## src/rtl/seg7_pkg.sv

```systemverilog
// Shared seven-segment constants (active-low, bit6=a .. bit0=g) and the
// scan decoder's FSM state type. The forward encoder uses the same table.
package seg7_pkg;

    localparam logic [6:0] SEG_BLANK = 7'b1111111;

    localparam logic [6:0] SEG_HEX [0:15] = '{
        7'b0000001, 7'b1001111, 7'b0010010, 7'b0000110,
        7'b1001100, 7'b0100100, 7'b0100000, 7'b0001111,
        7'b0000000, 7'b0000100, 7'b0001000, 7'b1100000,
        7'b0110001, 7'b1000010, 7'b0110000, 7'b0111000
    };

    typedef enum logic [1:0] {
        IDLE   = 2'd0,
        SETTLE = 2'd1,
        HOLD   = 2'd2
    } state_e;

endpackage

```

## src/rtl/seg7_inv.sv

```systemverilog
// Inverse glyph lookup: active-low segment pattern -> hex nibble.
// hit_o flags a legal hex glyph; blank_o flags an all-off pattern.
module seg7_inv
    import seg7_pkg::*;
(
    input  logic [6:0] seg_i,
    output logic       hit_o,
    output logic       blank_o,
    output logic [3:0] nibble_o
);

    always_comb begin
        hit_o    = 1'b0;
        nibble_o = 4'd0;
        for (int i = 0; i < 16; i++) begin
            if (seg_i == SEG_HEX[i]) begin
                hit_o    = 1'b1;
                nibble_o = 4'(i);
            end
        end
    end

    assign blank_o = (seg_i == SEG_BLANK);

endmodule

```

## src/rtl/seg7_scan_decoder.sv

```systemverilog
// Monitors a multiplexed active-low 7-segment bus and reconstructs the nibble
// shown on each digit once the strobe and segments have been steady long enough.
module seg7_scan_decoder
    import seg7_pkg::*;
#(
    parameter int NDIG       = 4,
    parameter int STABLE_CYC = 16,
    parameter int IDX_W      = $clog2(NDIG)
) (
    input  logic              clk,
    input  logic              rst,
    input  logic [NDIG-1:0]   an,
    input  logic [6:0]        seg,
    output logic [4*NDIG-1:0] value,
    output logic [NDIG-1:0]   valid,
    output logic              upd,
    output logic [IDX_W-1:0]  upd_idx,
    output logic              err,
    output logic              frame_done,
    output state_e            state_dbg
);

    localparam int               CNT_W   = $clog2(STABLE_CYC + 1);
    localparam logic [CNT_W-1:0] CNT_MAX = CNT_W'(STABLE_CYC);
    localparam logic [CNT_W-1:0] CNT_CAP = CNT_W'(STABLE_CYC - 1);

    logic [NDIG-1:0]   an_m_q, an_s_q, an_p_q;
    logic [6:0]        seg_m_q, seg_s_q, seg_p_q;
    logic [CNT_W-1:0]  cnt_q, cnt_d;
    state_e            state_q, state_d;
    logic [4*NDIG-1:0] value_q, value_d;
    logic [NDIG-1:0]   valid_q, valid_d, seen_q, seen_d;
    logic              upd_q, upd_d, err_q, err_d, frame_q, frame_d;
    logic [IDX_W-1:0]  idx_q, idx_d;

    logic              changed, one_hot, capture, hit, blank;
    logic [3:0]        nibble, zeros;
    logic [IDX_W-1:0]  low_idx;
    logic [NDIG-1:0]   seen_set;

    seg7_inv u_inv (
        .seg_i    (seg_s_q),
        .hit_o    (hit),
        .blank_o  (blank),
        .nibble_o (nibble)
    );

    assign changed = ({an_s_q, seg_s_q} != {an_p_q, seg_p_q});

    // Count low anodes; low_idx is only meaningful when exactly one is low.
    always_comb begin
        zeros   = 4'd0;
        low_idx = '0;
        for (int i = 0; i < NDIG; i++) begin
            if (!an_s_q[i]) begin
                zeros   = zeros + 4'd1;
                low_idx = IDX_W'(i);
            end
        end
    end

    assign one_hot = (zeros == 4'd1);

    always_comb begin
        cnt_d   = changed ? '0 : ((cnt_q == CNT_MAX) ? cnt_q : cnt_q + CNT_W'(1));
        state_d = state_q;
        capture = 1'b0;
        case (state_q)
            IDLE: begin
                if (one_hot) state_d = SETTLE;
            end
            SETTLE: begin
                if (!one_hot) begin
                    state_d = IDLE;
                end else if (cnt_q == CNT_CAP && !changed) begin
                    capture = 1'b1;
                    state_d = HOLD;
                end
            end
            HOLD: begin
                if (changed) state_d = one_hot ? SETTLE : IDLE;
            end
            default: state_d = IDLE;
        endcase
    end

    always_comb begin
        value_d  = value_q;
        valid_d  = valid_q;
        seen_d   = seen_q;
        idx_d    = idx_q;
        upd_d    = 1'b0;
        err_d    = 1'b0;
        frame_d  = 1'b0;
        seen_set = seen_q | (NDIG'(1) << low_idx);
        if (capture) begin
            upd_d            = 1'b1;
            idx_d            = low_idx;
            valid_d[low_idx] = hit;
            err_d            = !hit && !blank;
            if (hit) value_d[{low_idx, 2'b00} +: 4] = nibble;
            // The completing capture starts the next frame from an empty mask.
            if (&seen_set) begin
                frame_d = 1'b1;
                seen_d  = '0;
            end else begin
                seen_d  = seen_set;
            end
        end
    end

    always_ff @(posedge clk) begin
        if (rst) begin
            an_m_q  <= '1;
            an_s_q  <= '1;
            an_p_q  <= '1;
            seg_m_q <= '1;
            seg_s_q <= '1;
            seg_p_q <= '1;
            cnt_q   <= '0;
            state_q <= IDLE;
            value_q <= '0;
            valid_q <= '0;
            seen_q  <= '0;
            idx_q   <= '0;
            upd_q   <= 1'b0;
            err_q   <= 1'b0;
            frame_q <= 1'b0;
        end else begin
            an_m_q  <= an;
            an_s_q  <= an_m_q;
            an_p_q  <= an_s_q;
            seg_m_q <= seg;
            seg_s_q <= seg_m_q;
            seg_p_q <= seg_s_q;
            cnt_q   <= cnt_d;
            state_q <= state_d;
            value_q <= value_d;
            valid_q <= valid_d;
            seen_q  <= seen_d;
            idx_q   <= idx_d;
            upd_q   <= upd_d;
            err_q   <= err_d;
            frame_q <= frame_d;
        end
    end

    assign value      = value_q;
    assign valid      = valid_q;
    assign upd        = upd_q;
    assign upd_idx    = idx_q;
    assign err        = err_q;
    assign frame_done = frame_q;
    assign state_dbg  = state_q;

endmodule

```

## config.mk

```make
export PLATFORM = sky130hd
export DESIGN_NAME = seg7_scan_decoder
export DESIGN_NICKNAME = d
export VERILOG_FILES = /design/src/rtl/seg7_pkg.sv /design/src/rtl/seg7_inv.sv /design/src/rtl/seg7_scan_decoder.sv
export SDC_FILE = /design/constraint.sdc
export NUM_CORES = 1
export LEC_CHECK = 0
export BUFFER_PORTS_ARGS = -buffer_cell sky130_fd_sc_hd__buf_2
export CAP_MARGIN = 40
export CORE_UTILIZATION = 45
export CTS_CLUSTER_DIAMETER = 150
export DETAILED_ROUTE_END_ITERATION = 8
export GPL_TIMING_DRIVEN = 0
export PLACE_DENSITY = 0.78
export SKIP_LAST_GASP = 1
export SLEW_MARGIN = 5
export SYNTH_ARGS = -nofsm -noshare
export SYNTH_HDL_FRONTEND = slang
export SYNTH_SLANG_ARGS = --single-unit
```

## constraint.sdc

```tcl
create_clock -name clk -period 2.8 [get_ports clk]
set_input_delay 0.28 -clock clk [delete_from_list [all_inputs] [get_ports clk]]
set_output_delay 0.28 -clock clk [all_outputs]
set_load 0.01 [all_outputs]
```

; Word-level counts from Yosys, hierarchy flattened
; Index checks and enable logic that the tools add are counted.
[op_classes]
add_sub_neg = 5
n_lt_le_gt_ge = 2
n_eq_ne = 25
n_shift = 3
muxes = 54
bitwise_logic = 2
n_reduce_logical = 13
[op_table]
columns = operator, count
row1 = $mux 4, 12
row2 = $eq 7x6->1 const B, 5
row3 = $eq 7x7->1 const B, 5
row4 = $mux 1, 26
row5 = $bwmux 16, 1
row6 = $mux 2, 8
row7 = $shift 4x6->16 const A, 1
row8 = $shiftx 4x6->16, 1
row9 = $eq 7x3->1 const B, 2
row10 = $eq 7x4->1 const B, 2
row11 = $add 4x1->4 const B, 3
row12 = $mux 3, 4
row13 = $ne 11x11->1, 1
row14 = $eq 7x1->1 const B, 1
row15 = $eq 7x5->1 const B, 1
row16 = $logic_not 7->1, 1
row17 = $neg 4->6, 1
row18 = $pmux 2 s3, 1
row19 = $add 5x1->5 const B, 1
row20 = $eq 5x4->1 const B, 1
row21 = $eq 5x5->1 const B, 1
row22 = $bwmux 4, 1
row23 = $eq 4x1->1 const B, 1
row24 = $ne 2x2->1 const B, 2
row25 = 16 further kinds, 21
[word_totals]
ff_bits = 69
input_bits = 13
out_inout_bits = 27
wordCells = 119

; Depth between registers and ports, before layout
[depth]
depth_word = 19
mapped_depth = 12
depth_no_buf = 11

; By module
; From an unflattened synthesis, not the netlist that was laid out.
[unflattened]
hier_cells = 319
area_unflattened_um2 = 3090.5
[by_module_without_submodules]
columns = mod, n_inst, cells_per_inst, area_each_um2, seq_area_each_um2
row1 = seg7_scan_decoder, 1, 269, 2742.6, 1381.3
row2 = seg7_inv, 1, 50, 347.8, 0.0

; Least setup slack after synthesis
; Ideal clock, no wire load.
[synth_path]
path_type = reg2reg
from = reg an_s_q[1]
to = reg value_q[12] (netlist: value[12])
arrival_ns = 2.680
path_slack_ns = 0.004
stages_incl_launch_ff = 12
path_buffers = 1
path_cell_list = dfxtp_1 > inv_1 > ha_1 > xnor2_1 > ha_1 > nor3_1 > a311oi_1 > or3_1 > buf_6 > nor4_4 > a21oi_2 > a22o_1
[synth_via]
elab_chain_len = 9
word_cells_on_any_way = 20
[synth_rtl]
columns = element, line
row1 = from (decl), seg7_scan_decoder.sv:27  ; logic [NDIG-1:0] an_m_q, an_s_q, an_p_q;
row2 = from (signal assigned), seg7_scan_decoder.sv:131  ; an_s_q <= an_m_q;
row3 = $mux 4, seg7_scan_decoder.sv:55  ; if (!an_s_q[i]) begin
row4 = $add 4x1->4, seg7_scan_decoder.sv:56  ; zeros = zeros + 4'd1;
row5 = $mux 4, seg7_scan_decoder.sv:55
row6 = $add 4x1->4, seg7_scan_decoder.sv:56
row7 = $mux 4, seg7_scan_decoder.sv:55
row8 = $eq 4x1->1, seg7_scan_decoder.sv:62  ; assign one_hot = (zeros == 4'd1);
row9 = $mux 1, seg7_scan_decoder.sv:73  ; if (!one_hot) begin
row10 = $mux 1, seg7_scan_decoder.sv:68  ; case (state_q)
row11 = $reduce_and 2->1 (no line), n/a
row12 = to (signal assigned), seg7_scan_decoder.sv:138  ; value_q <= value_d;
row13 = to (decl), seg7_scan_decoder.sv:31  ; logic [4*NDIG-1:0] value_q, value_d;
; Parallel ways exist; a longest one is shown, timed or not.
; A chain may end at the register's enable or synchronous reset.

; Final worst setup path
[layout_path]
from = reg an_s_q[1]
to = reg value_q[6] (netlist: value[6])
; Same word-level chain as after synthesis.

==> run summary <==
FINAL LAYOUT
--------------------------------------------------------------------------------
Filler cells                                                                 566
Final standard cell area without fillers                            0.003711 mm2
Share of cells above drive strength 1                                     35.08%
Relative area change from synthesis to final layout                       21.31%
Multi-input gate area in the final layout                           0.001556 mm2
Register Area                                                       0.001386 mm2
Number of diodes added for antenna fixing                                      0
Fin util                                                                  57.46%
Final net count                                                              396

CRITICAL PATH
--------------------------------------------------------------------------------
CP peak stage delay                                                      0.39 ns
Crit path kind                                                        reg -> reg
Endpoint class of the critical path                                     register
Launching element of the worst setup path                              an_s_q[1]
Worst Setup Start Kind                                                  register
Critical path's top delay family                                    simple AND/OR/NAND/NOR gates
Total buffers and inverters traversed by the critical path                     3
Worst Path Required                                                      3.02 ns
Ordered list of cells on the worst path                             inv_4 -> ha_4 -> xnor2_2 -> ha_1 -> nor2_2 -> a211oi_1 -> or3_1 -> buf_6 -> nor4_4 -> buf_4 -> a21oi_2 -> a22o_1
Startpoint of the lowest-slack register-to-register path               an_s_q[1]
Maximum fanout count along the critical path                                   5
Arrival time of the worst setup path                                     2.89 ns
Cell at the slowest stage of the critical path                           dfxtp_4

CLOCK TREE
--------------------------------------------------------------------------------
Clk root buf                                                            clkbuf_8
Maximum clock path buffer count                                                2
CTS Buf Count                                                                  9
Worst-path clk slew                                                      0.07 ns
Count of hold-fix buffers inserted at cts                                      0
Number of levels in the clock H-tree                                           3
Clock network latency to the later pin of the worst-skew pair            0.33 ns
Count of clock tree sinks                                                     69
TritonCTS clock tree                                                       built

PLACE
--------------------------------------------------------------------------------
Final GP Congestion                                                       0.8371
Number of buffers added on ports                                              39
Area of placed instances                                            0.003351 mm2
Worst setup slack after placement                                     -0.4112 ns
HPWL after detailed placement                                            4466 um

YOSYS
--------------------------------------------------------------------------------
Most frequently used flop master after synthesis                         dfxtp_1
Synthesized cell area                                               0.003059 mm2
Synthesized netlist cell count                                               314
Per-instance average area after synthesis                              9.743 um2
Async set-or-reset flop fraction in the synthesized netlist                   0%
#FFs+latches synth                                                            69
Number of enable flip-flop cells after synthesis                               0
Net Count, Synth                                                             333
Seq/Total Area, Yosys                                                     45.15%
Synth warn                                                                     0
Count of cell types in the netlist                                            54

GRT
--------------------------------------------------------------------------------
Overflow after GRT                                                             0
First-pass GRT wire length                                              10940 um
Overall track demand over capacity in global routing                      19.58%
Largest net degree at the start of global routing                             13
Vias in the first global route                                              2325
Number of antenna violations at the first check in global routing              0

ROUTING
--------------------------------------------------------------------------------
Detailed-router iteration count before antenna repair                          7
Wire length reported by the detailed router                              6524 um
Wire per inst                                                           14.21 um
Iteration-0 DRC count of the detailed router                                 136
Via count                                                                   2474
Post-detailed-route DRC marker count                                           3
Post-route ant nets                                                            0
Via density per instance                                                   5.390

TIMING
--------------------------------------------------------------------------------
Part of the cycle the worst path needs                                    95.26%
Final Hold Violating Endpoints                                                 0
Final setup skew                                                     0.008455 ns
Fmax                                                                   374.9 MHz
Number of endpoints failing setup at the final stage                           0
Least setup slack across all paths after layout                        0.1327 ns
Least-Margin Pin Slew                                                  0.8288 ns
Final period demand of the worst path                                   2.667 ns
Worst max-slew margin expressed relative to the limit                     43.97%
Total negative setup slack                                                  0 ns
Max Slew Vio Count                                                             0

PWR
--------------------------------------------------------------------------------
Peak supply drop                                                       0.2299 mV
Power per cell area                                                 551.8 mW/mm2
Leak pwr                                                                1.557 nW

RUN
--------------------------------------------------------------------------------
# Max-Cap Violations                                                           0

DIE
--------------------------------------------------------------------------------
Die area                                                            0.007132 mm2
Number of core rows                                                           29
Height of the die                                                       84.45 um
# IOs                                                                         40
Core Box Area                                                       0.006459 mm2
Horizontal extent of the die                                            84.45 um
Starting density of the core                                              47.37%

WORST HOLD PATH
--------------------------------------------------------------------------------
Hold WC Path Type                                                      in -> reg
Startpoint of the tightest hold check path                                 an[3]

RUN STATUS
--------------------------------------------------------------------------------
Run status                                                          finished, violations left
Violated checks                                                     design-rule violations

-- layout by cell type (no fill, tap or decap), drive strengths merged, types with 5 or more instances in the layout --
cell type	Yosys	final
o21a	5	5
mux2i	6	6
a22o	12	12
or2	35	35
xor2	12	12
o21ai	8	8
ha	6	6
clkbuf	9	19
nor4	8	8
nand2b	5	5
nor3	13	13
nand2	6	6
dfxtp	69	69
a211oi	6	6
inv	15	15
and3	5	5
nor2	25	25
a21oi	13	13
buf	10	62
xnor2	5	5
-- worst reg2reg max path, stage by stage, from the launching register on --
cell and delay [ns]:
dfxtp_4 0.39, inv_4 0.06, ha_4 0.30, xnor2_2 0.12, ha_1 0.28, nor2_2 0.11
a211oi_1 0.08, or3_1 0.36, buf_6 0.15, nor4_4 0.24, buf_4 0.19, a21oi_2 0.08
a22o_1 0.20
-- per-stage QoR --
stage	total power, W	hold slack, ns	std cells
6_report	0.002048	0.1258	459
4_1_cts	0.002062	0.1101	452
3_3_place_gp	0.001188	0.3911	430
5_1_grt	0.002140	0.1084	459
3_5_place_dp	0.001191	0.3923	430
2_1_floorplan	0.001154	0.3838	314
-- logic make-up after synthesis --
logic type	share of synthesized area, %
buffers and inverters	5.030
flip-flops	45.15
adder cells (fa/ha/maj)	2.454
XOR/XNOR	4.867
multiplexers	1.963
AND/OR/NAND/NOR	25.52
AO/OA/AOI/OAI	15.01
-- final timing paths --
check | endpoint | cells after the start | slack, ns
setup / recovery | value[6] | 12 | 0.13
hold / removal | an_m_q[3] | 2 | 0.13
hold reg to reg | seg_s_q[6] | 1 | 0.41
setup reg to reg | value[6] | 12 | 0.13
-- report_power, final --
| group | internal, W | total, W | switching [W] | leakage [nW] |
|---|---|---|---|---|
| clock | 0.000500 | 0.000870 | 0.000370 | 0.0985 |
| sequential | 0.00100 | 0.00101 | 0.0000113 | 0.562 |
| combinational | 0.0000683 | 0.000165 | 0.0000968 | 0.897 |
| total | 0.00157 | 0.00205 | 0.000478 | 1.56 |
-- cells in the mapped netlist (all sizes together) (6+ instances only) --
cell type / number / share of area (%)
xor2: 12 / 3.4
a211oi: 6 / 1.6
dfxtp: 69 / 45
nand2: 6 / 0.74
nor4: 8 / 3.8
clkbuf: 9 / 1.1
buf: 10 / 2.1
o21ai: 8 / 1.3
a21oi: 13 / 2.5
a22o: 12 / 3.4
nor2: 25 / 3.1
or2: 35 / 7.2
mux2i: 6 / 2.0
ha: 6 / 2.5
inv: 15 / 1.8
nor3: 13 / 2.7
-- repair_timing --
action                     CTS  global route
setup buffers                6             7
pin swaps                    4             7
setup endpoints to repair   25            22
resized for setup            6             6
gates cloned                 0             0
-- registers in the layout, indices dropped and copies added, names as in the netlist, 2 cells and up --
| register | count |
|---|---|
| value | 16 |
| seg_m_q | 7 |
| seg_p_q | 7 |
| seg_s_q | 7 |
| cnt_q | 5 |
| an_m_q | 4 |
| an_p_q | 4 |
| an_s_q | 4 |
| seen_q | 4 |
| valid | 4 |
| state_dbg | 2 |
| upd_idx | 2 |
-- area by class of cell --
class,count,share of cell area (%)
inverters,15,1.585
clock inverters,6,2.360
plain buffers,19,2.630
multi-input cells,211,41.94
flip-flops and latches,69,37.36
well taps,77,2.596
clock buffers,10,3.439
repair buffers,52,8.092
-- per-layer routing --
layer	routed length (um)	share of wire (%)	global-route usage (%)
met5	0	0	0
met1	2959	45	25.05
met3	366	5.6	5.506
met4	120	1.8	6.163
met2	3078	47	32.19
Power figures use the tool's default switching activity.
